<file path="src/rtl/capture_trigger_ctrl.sv">
`default_nettype none
// ============================================================================
//  Module   : capture_trigger_ctrl
//  Brief    : Trigger controller for a logic-analyser style stream capture.
//             It spies on a valid/ready stream and passes beats through to a
//             capture buffer from arm until a programmable number of beats
//             after a masked data match or a forced trigger.
//             Configuration and status are reached over an APB slave port.
//  Revision : 1.0 - initial release
// ============================================================================
module capture_trigger_ctrl #(
    parameter int DataBits  = 8,
    parameter int CountBits = 16
) (
    input  logic                 clk,
    input  logic                 rst_n,
    // Spied stream (observed only)
    input  logic [DataBits-1:0]  din_data,
    input  logic                 din_valid,
    input  logic                 din_ready,
    // Gated stream toward the capture buffer
    output logic [DataBits-1:0]  cap_data,
    output logic                 cap_valid,
    output logic                 cap_ready,
    output logic                 done,
    // APB configuration slave
    input  logic [4:0]           cfg_paddr,
    input  logic                 cfg_psel,
    input  logic                 cfg_penable,
    input  logic                 cfg_pwrite,
    input  logic [31:0]          cfg_pwdata,
    output logic                 cfg_pready,
    output logic [31:0]          cfg_prdata,
    output logic                 cfg_pslverr
);

    localparam logic [1:0] c_IDLE  = 2'd0;
    localparam logic [1:0] c_ARMED = 2'd1;
    localparam logic [1:0] c_POST  = 2'd2;
    localparam logic [1:0] c_DONE  = 2'd3;

    localparam logic [2:0] c_A_CTRL   = 3'd0;
    localparam logic [2:0] c_A_STATUS = 3'd1;
    localparam logic [2:0] c_A_VALUE  = 3'd2;
    localparam logic [2:0] c_A_MASK   = 3'd3;
    localparam logic [2:0] c_A_POST   = 3'd4;
    localparam logic [2:0] c_A_POS    = 3'd5;
    localparam logic [2:0] c_A_COUNT  = 3'd6;

    localparam logic [CountBits-1:0] c_CNT_MAX = {CountBits{1'b1}};
    localparam logic [CountBits-1:0] c_CNT_ONE = CountBits'(1);

    logic [1:0]           r_state;
    logic [DataBits-1:0]  r_trig_value;
    logic [DataBits-1:0]  r_trig_mask;
    logic [CountBits-1:0] r_post_count;
    logic [CountBits-1:0] r_trig_pos;
    logic [CountBits-1:0] r_cap_count;
    logic [CountBits-1:0] r_remaining;
    logic                 r_trig_seen;
    logic                 r_done;
    logic                 r_pready;
    logic [31:0]          r_prdata;

    logic        w_setup;
    logic        w_wr;
    logic [2:0]  w_addr;
    logic        w_arm;
    logic        w_abort;
    logic        w_force;
    logic        w_txn;
    logic        w_active;
    logic        w_gated;
    logic        w_match;
    logic        w_trigger;
    logic [31:0] w_rdata;
    logic        w_unused_bits;

    // Low address bits are byte lanes and not every data bit lands in a register.
    assign w_unused_bits = ^{cfg_paddr[1:0], cfg_pwdata};

    // An APB access is taken in its setup phase; CTRL bits act as one-shot strobes.
    assign w_setup = cfg_psel && !cfg_penable;
    assign w_wr    = w_setup && cfg_pwrite;
    assign w_addr  = cfg_paddr[4:2];
    assign w_arm   = w_wr && (w_addr == c_A_CTRL) && cfg_pwdata[0];
    assign w_abort = w_wr && (w_addr == c_A_CTRL) && cfg_pwdata[1];
    assign w_force = w_wr && (w_addr == c_A_CTRL) && cfg_pwdata[2];

    assign w_txn     = din_valid && din_ready;
    assign w_active  = (r_state == c_ARMED) || (r_state == c_POST);
    assign w_gated   = w_active && w_txn;
    assign w_match   = ((din_data ^ r_trig_value) & r_trig_mask) == '0;
    assign w_trigger = (r_state == c_ARMED) && (w_force || (w_txn && w_match));

    // Zero-latency pass-through while a capture window is open.
    assign cap_valid = w_active && din_valid;
    assign cap_ready = w_active && din_ready;
    assign cap_data  = w_active ? din_data : '0;

    assign done        = r_done;
    assign cfg_pready  = r_pready;
    assign cfg_prdata  = r_prdata;
    assign cfg_pslverr = 1'b0;

    // Read mux; CTRL and the unused slot read back as zero.
    always_comb begin
        w_rdata = 32'd0;
        case (w_addr)
            c_A_STATUS: w_rdata = {29'd0, r_trig_seen, r_state};
            c_A_VALUE:  w_rdata = 32'(r_trig_value);
            c_A_MASK:   w_rdata = 32'(r_trig_mask);
            c_A_POST:   w_rdata = 32'(r_post_count);
            c_A_POS:    w_rdata = 32'(r_trig_pos);
            c_A_COUNT:  w_rdata = 32'(r_cap_count);
            default:    w_rdata = 32'd0;
        endcase
    end

    // APB response: ready pulses one cycle after setup, carrying the read data.
    always_ff @(posedge clk or negedge rst_n) begin
        if (!rst_n) begin
            r_pready <= 1'b0;
            r_prdata <= 32'd0;
        end else begin
            r_pready <= w_setup;
            r_prdata <= (w_setup && !cfg_pwrite) ? w_rdata : 32'd0;
        end
    end

    // Trigger configuration registers; a write only affects later beats.
    always_ff @(posedge clk or negedge rst_n) begin
        if (!rst_n) begin
            r_trig_value <= '0;
            r_trig_mask  <= '0;
            r_post_count <= '0;
        end else if (w_wr) begin
            if (w_addr == c_A_VALUE) r_trig_value <= cfg_pwdata[DataBits-1:0];
            if (w_addr == c_A_MASK)  r_trig_mask  <= cfg_pwdata[DataBits-1:0];
            if (w_addr == c_A_POST)  r_post_count <= cfg_pwdata[CountBits-1:0];
        end
    end

    // Capture state machine with beat counter, trigger position and done pulse.
    always_ff @(posedge clk or negedge rst_n) begin
        if (!rst_n) begin
            r_state     <= c_IDLE;
            r_trig_pos  <= '0;
            r_cap_count <= '0;
            r_remaining <= '0;
            r_trig_seen <= 1'b0;
            r_done      <= 1'b0;
        end else begin
            r_done <= 1'b0;
            // Every beat that passes the gate is counted, saturating at all-ones.
            if (w_gated && (r_cap_count != c_CNT_MAX)) begin
                r_cap_count <= r_cap_count + c_CNT_ONE;
            end
            if (w_abort) begin
                r_state <= c_IDLE;
            end else begin
                case (r_state)
                    c_IDLE, c_DONE: begin
                        if (w_arm) begin
                            r_state     <= c_ARMED;
                            r_cap_count <= '0;
                            r_trig_pos  <= '0;
                            r_trig_seen <= 1'b0;
                        end
                    end
                    c_ARMED: begin
                        if (w_trigger) begin
                            // Position is the count before the triggering beat.
                            r_trig_pos  <= r_cap_count;
                            r_remaining <= r_post_count;
                            r_trig_seen <= 1'b1;
                            if (r_post_count == '0) begin
                                r_state <= c_DONE;
                                r_done  <= 1'b1;
                            end else begin
                                r_state <= c_POST;
                            end
                        end
                    end
                    c_POST: begin
                        if (w_txn) begin
                            r_remaining <= r_remaining - c_CNT_ONE;
                            if (r_remaining == c_CNT_ONE) begin
                                r_state <= c_DONE;
                                r_done  <= 1'b1;
                            end
                        end
                    end
                    default: r_state <= c_IDLE;
                endcase
            end
        end
    end

endmodule
`default_nettype wire

</file>
<file path="config.mk">
export PLATFORM = sky130hd
export DESIGN_NAME = capture_trigger_ctrl
export DESIGN_NICKNAME = d
export VERILOG_FILES = /design/src/rtl/capture_trigger_ctrl.sv
export SDC_FILE = /design/constraint.sdc
export NUM_CORES = 1
export LEC_CHECK = 0
export BUFFER_PORTS_ARGS = -buffer_cell sky130_fd_sc_hd__buf_2
export CORE_MARGIN = 2
export CORE_UTILIZATION = 55
export DETAILED_ROUTE_END_ITERATION = 10
export PLACE_DENSITY = 0.79
export SETUP_SLACK_MARGIN = 0.15
export SKIP_CTS_REPAIR_TIMING = 1
export SYNTH_ARGS = -nofsm -noshare
export SYNTH_HDL_FRONTEND = slang
export SYNTH_SLANG_ARGS = --single-unit
</file>
<file path="constraint.sdc">
create_clock -name clk -period 2.19 [get_ports clk]
set_input_delay 0.438 -clock clk [delete_from_list [all_inputs] [get_ports clk]]
set_output_delay 0.438 -clock clk [all_outputs]
set_load 0.02 [all_outputs]
</file>
# Word level (Yosys, flattened, before mapping)

Index checks and enable logic that the tools add are counted.

Register bits: 117
Input port bits: 52
Output and inout port bits: 45
Logic and storage cells: 94

Add/sub/neg operators: 2
Equal/unequal tests: 18
Mux-type cells: 29
Bitwise logic cells: 3
Reduce and logical (&&, ||, !) cells: 31

Operator list:

| operator                                                                | count |
|---|---|
| 16-bit two-way mux                                                      | 8 |
| 16-bit case mux with 6 select lines                                     | 1 |
| 16-bit case mux with 2 select lines                                     | 2 |
| 32-bit two-way mux                                                      | 1 |
| 16-bit by 1-bit adder with 16-bit output (second input constant)        | 1 |
| 16-bit by 1-bit equality test with 1-bit output (second input constant) | 1 |
| 16-bit logical NOT                                                      | 1 |
| 16-bit != test (second input constant)                                  | 1 |
| 16-bit by 1-bit subtractor with 16-bit output (second input constant)   | 1 |
| 1-bit logical AND                                                       | 14 |
| 4-bit AND reduction                                                     | 3 |
| 2-bit two-way mux                                                       | 5 |
| 3-bit equality test (second input constant)                             | 3 |
| 3-bit != test (second input constant)                                   | 3 |
| 8-bit bitwise AND                                                       | 1 |
| 8-bit logical NOT                                                       | 1 |
| 1-bit two-way mux                                                       | 8 |
| 8-bit two-way mux                                                       | 1 |
| 8-bit XOR                                                               | 1 |
| 3-bit by 2-bit equality test with 1-bit output (second input constant)  | 2 |
| 2-bit != test (second input constant)                                   | 3 |
| 2-bit case mux with 3 select lines                                      | 1 |
| 2-bit AND reduction                                                     | 3 |
| 2-bit equality test (second input constant)                             | 2 |
| 11 further kinds                                                        | 15 |

# Logic depth before layout (Yosys ltp)

Depth in word-level cells: 10
Gate-level depth with buffers: 11
Depth with buffers taken out: 8

# Least setup slack after synthesis

No wires, ideal clock.

Kind: register to register
Start point: register r_state[0]
End point: register r_cap_count[11]
Library setup time: 0.077 ns
Arrival time: 2.060 ns
Data required time: 2.113 ns
Path slack: 0.053 ns
Stages on the path, launching flop included: 9
Buffers on the path: 1
Period minus slack after synthesis: 2.137 ns
Cells stage by stage: dfrtp_1 > inv_1 > ha_1 > nor2b_1 > o311a_1 > buf_6 > nand3_2 > or3_1 > a21oi_1

Word-level cells in the longest chain between the ends: 8
Elaborated cells on any way between the ends: 12
Classes of those cells: eq/ne (3); mux (4); reduce/logical (5)

RTL lines:

| item                                                                                  | line | text |
|---|---|---|
| start, declared                                                                       | 53   | `logic [1:0] r_state;` |
| start signal, assigned                                                                | 147  | `r_state <= c_IDLE;` |
| start signal, assigned                                                                | 160  | `r_state <= c_IDLE;` |
| start signal, assigned                                                                | 165  | `r_state <= c_ARMED;` |
| 2-bit by 1-bit equality test with 1-bit output or 2-bit equality test (tied branches) | 91   | `assign w_active = (r_state == c_ARMED) \|\| (r_state == c_POST);` |
| 1-bit logical OR                                                                      | 91   |  |
| 1-bit logical AND                                                                     | 92   | `assign w_gated = w_active && w_txn;` |
| 1-bit logical AND                                                                     | 156  | `if (w_gated && (r_cap_count != c_CNT_MAX)) begin` |
| 16-bit two-way mux                                                                    | 156  |  |
| 16-bit two-way mux                                                                    | 164  | `if (w_arm) begin` |
| 16-bit two-way mux                                                                    | 162  | `case (r_state)` |
| 16-bit two-way mux (*)                                                                | 159  | `if (w_abort) begin` |
| end signal, assigned                                                                  | 157  | `r_cap_count <= r_cap_count + c_CNT_ONE;` |
| end, declared                                                                         | 58   | `logic [CountBits-1:0] r_cap_count;` |

Every way passes the cells marked *; elsewhere a longest branch is shown, timed or not.
A chain may end at the register's enable or synchronous reset.

# Worst setup path in the final report

Start point: register r_trig_value[1]
End point: register r_remaining[3]

Word-level cells in the longest chain between the ends: 8

RTL lines:

| item                                 | line | text |
|---|---|---|
| start, declared                      | 54   | `logic [DataBits-1:0] r_trig_value;` |
| start signal, assigned               | 138  | `if (w_addr == c_A_VALUE) r_trig_value <= cfg_pwdata[DataBits-1:0];` |
| 8-bit XOR                            | 93   | `assign w_match = ((din_data ^ r_trig_value) & r_trig_mask) == '0;` |
| 8-bit bitwise AND                    | 93   |  |
| 8-bit logical NOT                    | 93   |  |
| 1-bit logical AND                    | 94   | `assign w_trigger = (r_state == c_ARMED) && (w_force \|\| (w_txn && w_match));` |
| 1-bit logical OR                     | 94   |  |
| 1-bit logical AND                    | 94   |  |
| 2-bit != test (no source line)       | n/a  |  |
| 4-bit AND reduction (no source line) | n/a  |  |
| end signal, assigned                 | 175  | `r_remaining <= r_post_count;` |
| end signal, assigned                 | 187  | `r_remaining <= r_remaining - c_CNT_ONE;` |
| end, declared                        | 59   | `logic [CountBits-1:0] r_remaining;` |

Every way passes these cells.

==> summary.md <==
| Metric | Value |
|---|---|
| Pwr per Cell Area | between 1000 and 1500 nW/um2 |
| RePlAce Congestion | 0.8822 |
| Nets@finish | just under 700 |
| Clk_skew | 0.01409 ns |
| Fmax | around 0.46 GHz |
| Avg WL per Cell | ~19 um |
| Sequential-to-total area share from yosys stat | 45.32% |
| Leak | 3.058 nW |
| CTS Buf Count | 9 |
| Switching part of the total | between 40% and 50% |
| FF-to-FF End | r_remaining[3]$_DFFE_PN0P_ |
| Largest net degree at the start of global routing | 49 |
| Die footprint | 10960 um2 |
| Num rows | 36 |
| Cell variety after synth | 54 |
| R2r setup slk | between 0.02 and 0.03 ns |
| Drt initial violations | 451 |
| Main synth FF type | dfrtp_1 |
| CTS tree | done |
| DIE WIDTH | 104.7 um |
| Worst Setup Slack, final | 0.02744 ns |
| Via count | 4616 |
| Synth Instances | 550 |
| Placed cell count | 745 |
| Latest clock arrival within the worst-skew pair | approximately 0.37 ns |
| Area of placed instances | slightly above 6000 um2 |
| EDFF count, synth | 0 |
| DRC violation count after routing | 0 |
| Final setup violation count | 0 |
| Top-Level Pins | a little under 100 |
| Synthesized area | between 5000 and 6000 um2 |
| Share of post-route cells with drive strength above 1 | a little under a third |
| Max_cap viols | 0 |
| Fill count | 772 |
| Worst setup path category | reg2reg |
| Footprint of the multi-input gates | just under 3000 um2 |
| Period Utilization, post-route | between 90% and 100% |
| Hold Slack | 0.03154 ns |
| Type of the most critical hold path | in2async |
| Cell taking the most area after synthesis | dfrtp_1 |
| RSZ-0062 raised after global routing | true |
| Sw power | ~3 mW |
| CP Capture Type | register |
| Diode count | 0 |
| Largest family of logic cells by synthesized area | simple AND/OR/NAND/NOR gates |
| Worst setup SP type | register |
| Final Max Slew Viols | 0 |
| Core ar. | 9819 um2 |
| Mean Syn Cell Area | 10.14 um2 |
| DP Worst Slack | -0.1034 ns |
| Initial antenna violation count | 0 |
| Most frequent cells in the layout | 100 x dfrtp_1, 54 x buf_2, 50 x nand2_1 |
| Yosys warns | 0 |
| Non-Filler Instances | between 700 and 800 |
| Gr usage total | between 20% and 30% |
| Max Buffers Root-to-Sink | 2 |
| Adder-Cell Fraction of Synth Area | 1.346% |
| Layout area overhead | 18.04% |
| Total congestion overflow | 0 |
| First-pass GRT wire length | 22.51 mm |
| Htree depth | 3 |
| Post-layout util | between 60% and 70% |
| Port buffer count | 61 |
| DRT Wirelength | around 14 mm |
| Leading post-synthesis cells by cell area | dfrtp_1 45%, mux2_2 8.1%, mux2i_1 6.5% |
| Reg power frac | 37.6% |
| Register area | between 2000 and 3000 um2 |
| Vias in the first global route | 4382 |
| Worst Path Arrival | 2.40 ns |
| Clk pwr share | 15.1% |
| FF+latch count, synth | between 100 and 150 |
| Max FO, Critical Path | 5 |
| Int Power | 4.303 mW |
| VDD IR max | ~0.64 mV |
| Final hold violations | 0 |
| Starting Density | 56.79% |
| R2r worst-path depth | 8 |
| Drt pass-1 iters | 5 |
| Required @ worst endpoint | between 2 and 2.5 ns |
| Total power draw | 7.258 mW |
| HPWL Detailed | 9.830 mm |
| Worst r2r src | r_trig_value[1]$_DFFE_PN0P_ |
| Clock sink total | 101 |
| Top cell type's share of synthesized area | 45.32% |
| Setup TNS | 0 ns |
| Finished layout cell area | between 6000 and 7000 um2 |
| Post-synthesis simple-gate area fraction | about a fifth |
| Rel. slew slack | between 60% and 70% |
| Antenna viol nets, final | 0 |
| Mux cell area share after synthesis | 14.54% |
| Tmin final | 2.163 ns |
| Most common cell after layout, fill and taps aside | dfrtp_1 |
| Tightest Pin Transition | 0.5728 ns |
| Root buffer cell | clkbuf_8 |
| Asr flop ratio synth | 100.0% |
| Comb pwr share | a little under half |
| Xor/xnor cell area share of the yosys netlist | 2.670% |
| Die Y | 104.7 um |
| Synth Area in Compound Gates | 10.48% |
| Via density | 5.979 |
| Outcome | complete, no violations |
| Clock-pin slew on the worst setup and hold paths | 0.10 ns |
[registers in the layout, indices dropped and copies added (netlist names)]
name,cells
cfg_prdata,16
r_trig_seen,1
r_remaining,16
done,1
r_trig_mask,8
r_post_count,16
r_state,2
r_cap_count,16
r_trig_value,8
r_trig_pos,16
cfg_pready,1
[power groups by stage]
stage | registers, mW | logic [mW] | clock network (mW)
after floorplan | 2.55 | 2.10 | 0
after global placement | 2.69 | 2.72 | 0
after detailed placement | 2.71 | 2.82 | 0
after CTS | 2.68 | 2.83 | 1.11
after global routing | 2.77 | 3.68 | 1.19
final | 2.73 | 3.44 | 1.09
[cells by family after synthesis]
| family | after synthesis |
|---|---|
| and+or+nand+nor | 192 |
| DFF | 101 |
| buffers and inverters | 73 |
| other | 1 |
| AOI/OAI and AO/OA | 84 |
| adders and majority gates | 6 |
| xor gates and xnor gates | 17 |
| muxes | 76 |
[critical path, stage by stage (launching register included)]
cell and delay, ns:
dfrtp_1 0.42, xor2_1 0.15, a222oi_1 0.40, buf_4 0.18
and4_4 0.27, buf_4 0.13, o21a_4 0.15, mux2i_1 0.21
o211ai_1 0.12
[layout make-up]
class,instances,area share [%]
Clock buffer,11,2.148
Clock inverter,4,0.4942
Multi-Input combinational cell,393,44.00
Inverter,27,1.540
Tap cell,133,2.528
Timing Repair Buffer,103,10.87
Sequential cell,101,38.41
[synthesized netlist by cell type, types with 9 or more instances]
library cell  instances
nand3_1              21
a21oi_1              21
nor3_1               10
mux2i_1              36
buf_4                18
nand2_1              51
xor2_1               14
a211oi_1              9
nor2_1               37
mux2_2               40
or3_1                11
dfrtp_1             101
a221oi_1              9
o21ai_0              12
clkbuf_1             16
inv_1                27
nor2b_1              17
[worst max-delay path by stage]
stage / start / depth (start not counted) / end / slack, ns
6_report: r_trig_value[1]$_DFFE_PN0P_ / 8 / r_remaining[3]$_DFFE_PN0P_ / 0.03
5_1_grt: r_trig_value[1]$_DFFE_PN0P_ / 8 / r_remaining[12]$_DFFE_PN0P_ / -0.13
4_1_cts: r_state[0]$_DFFE_PN0P_ / 5 / cap_ready / -0.03
3_5_place_dp: din_data[1] / 8 / r_remaining[15]$_DFFE_PN0P_ / -0.10
3_3_place_gp: din_data[1] / 8 / r_remaining[7]$_DFFE_PN0P_ / -0.04
2_1_floorplan: r_state[0]$_DFFE_PN0P_ / 8 / r_cap_count[11]$_DFF_PN0_ / 0.18
[routing by layer]
layer  up-vias  GRT usage [%]  routed length [um]
li1       2100              -                   -
met1      2271          34.79                5962
met2       214          43.18                7086
met3        31          3.930                1046
met4         0          9.429                 264
met5         -              0                   0
(Power assumes the default switching activity.)
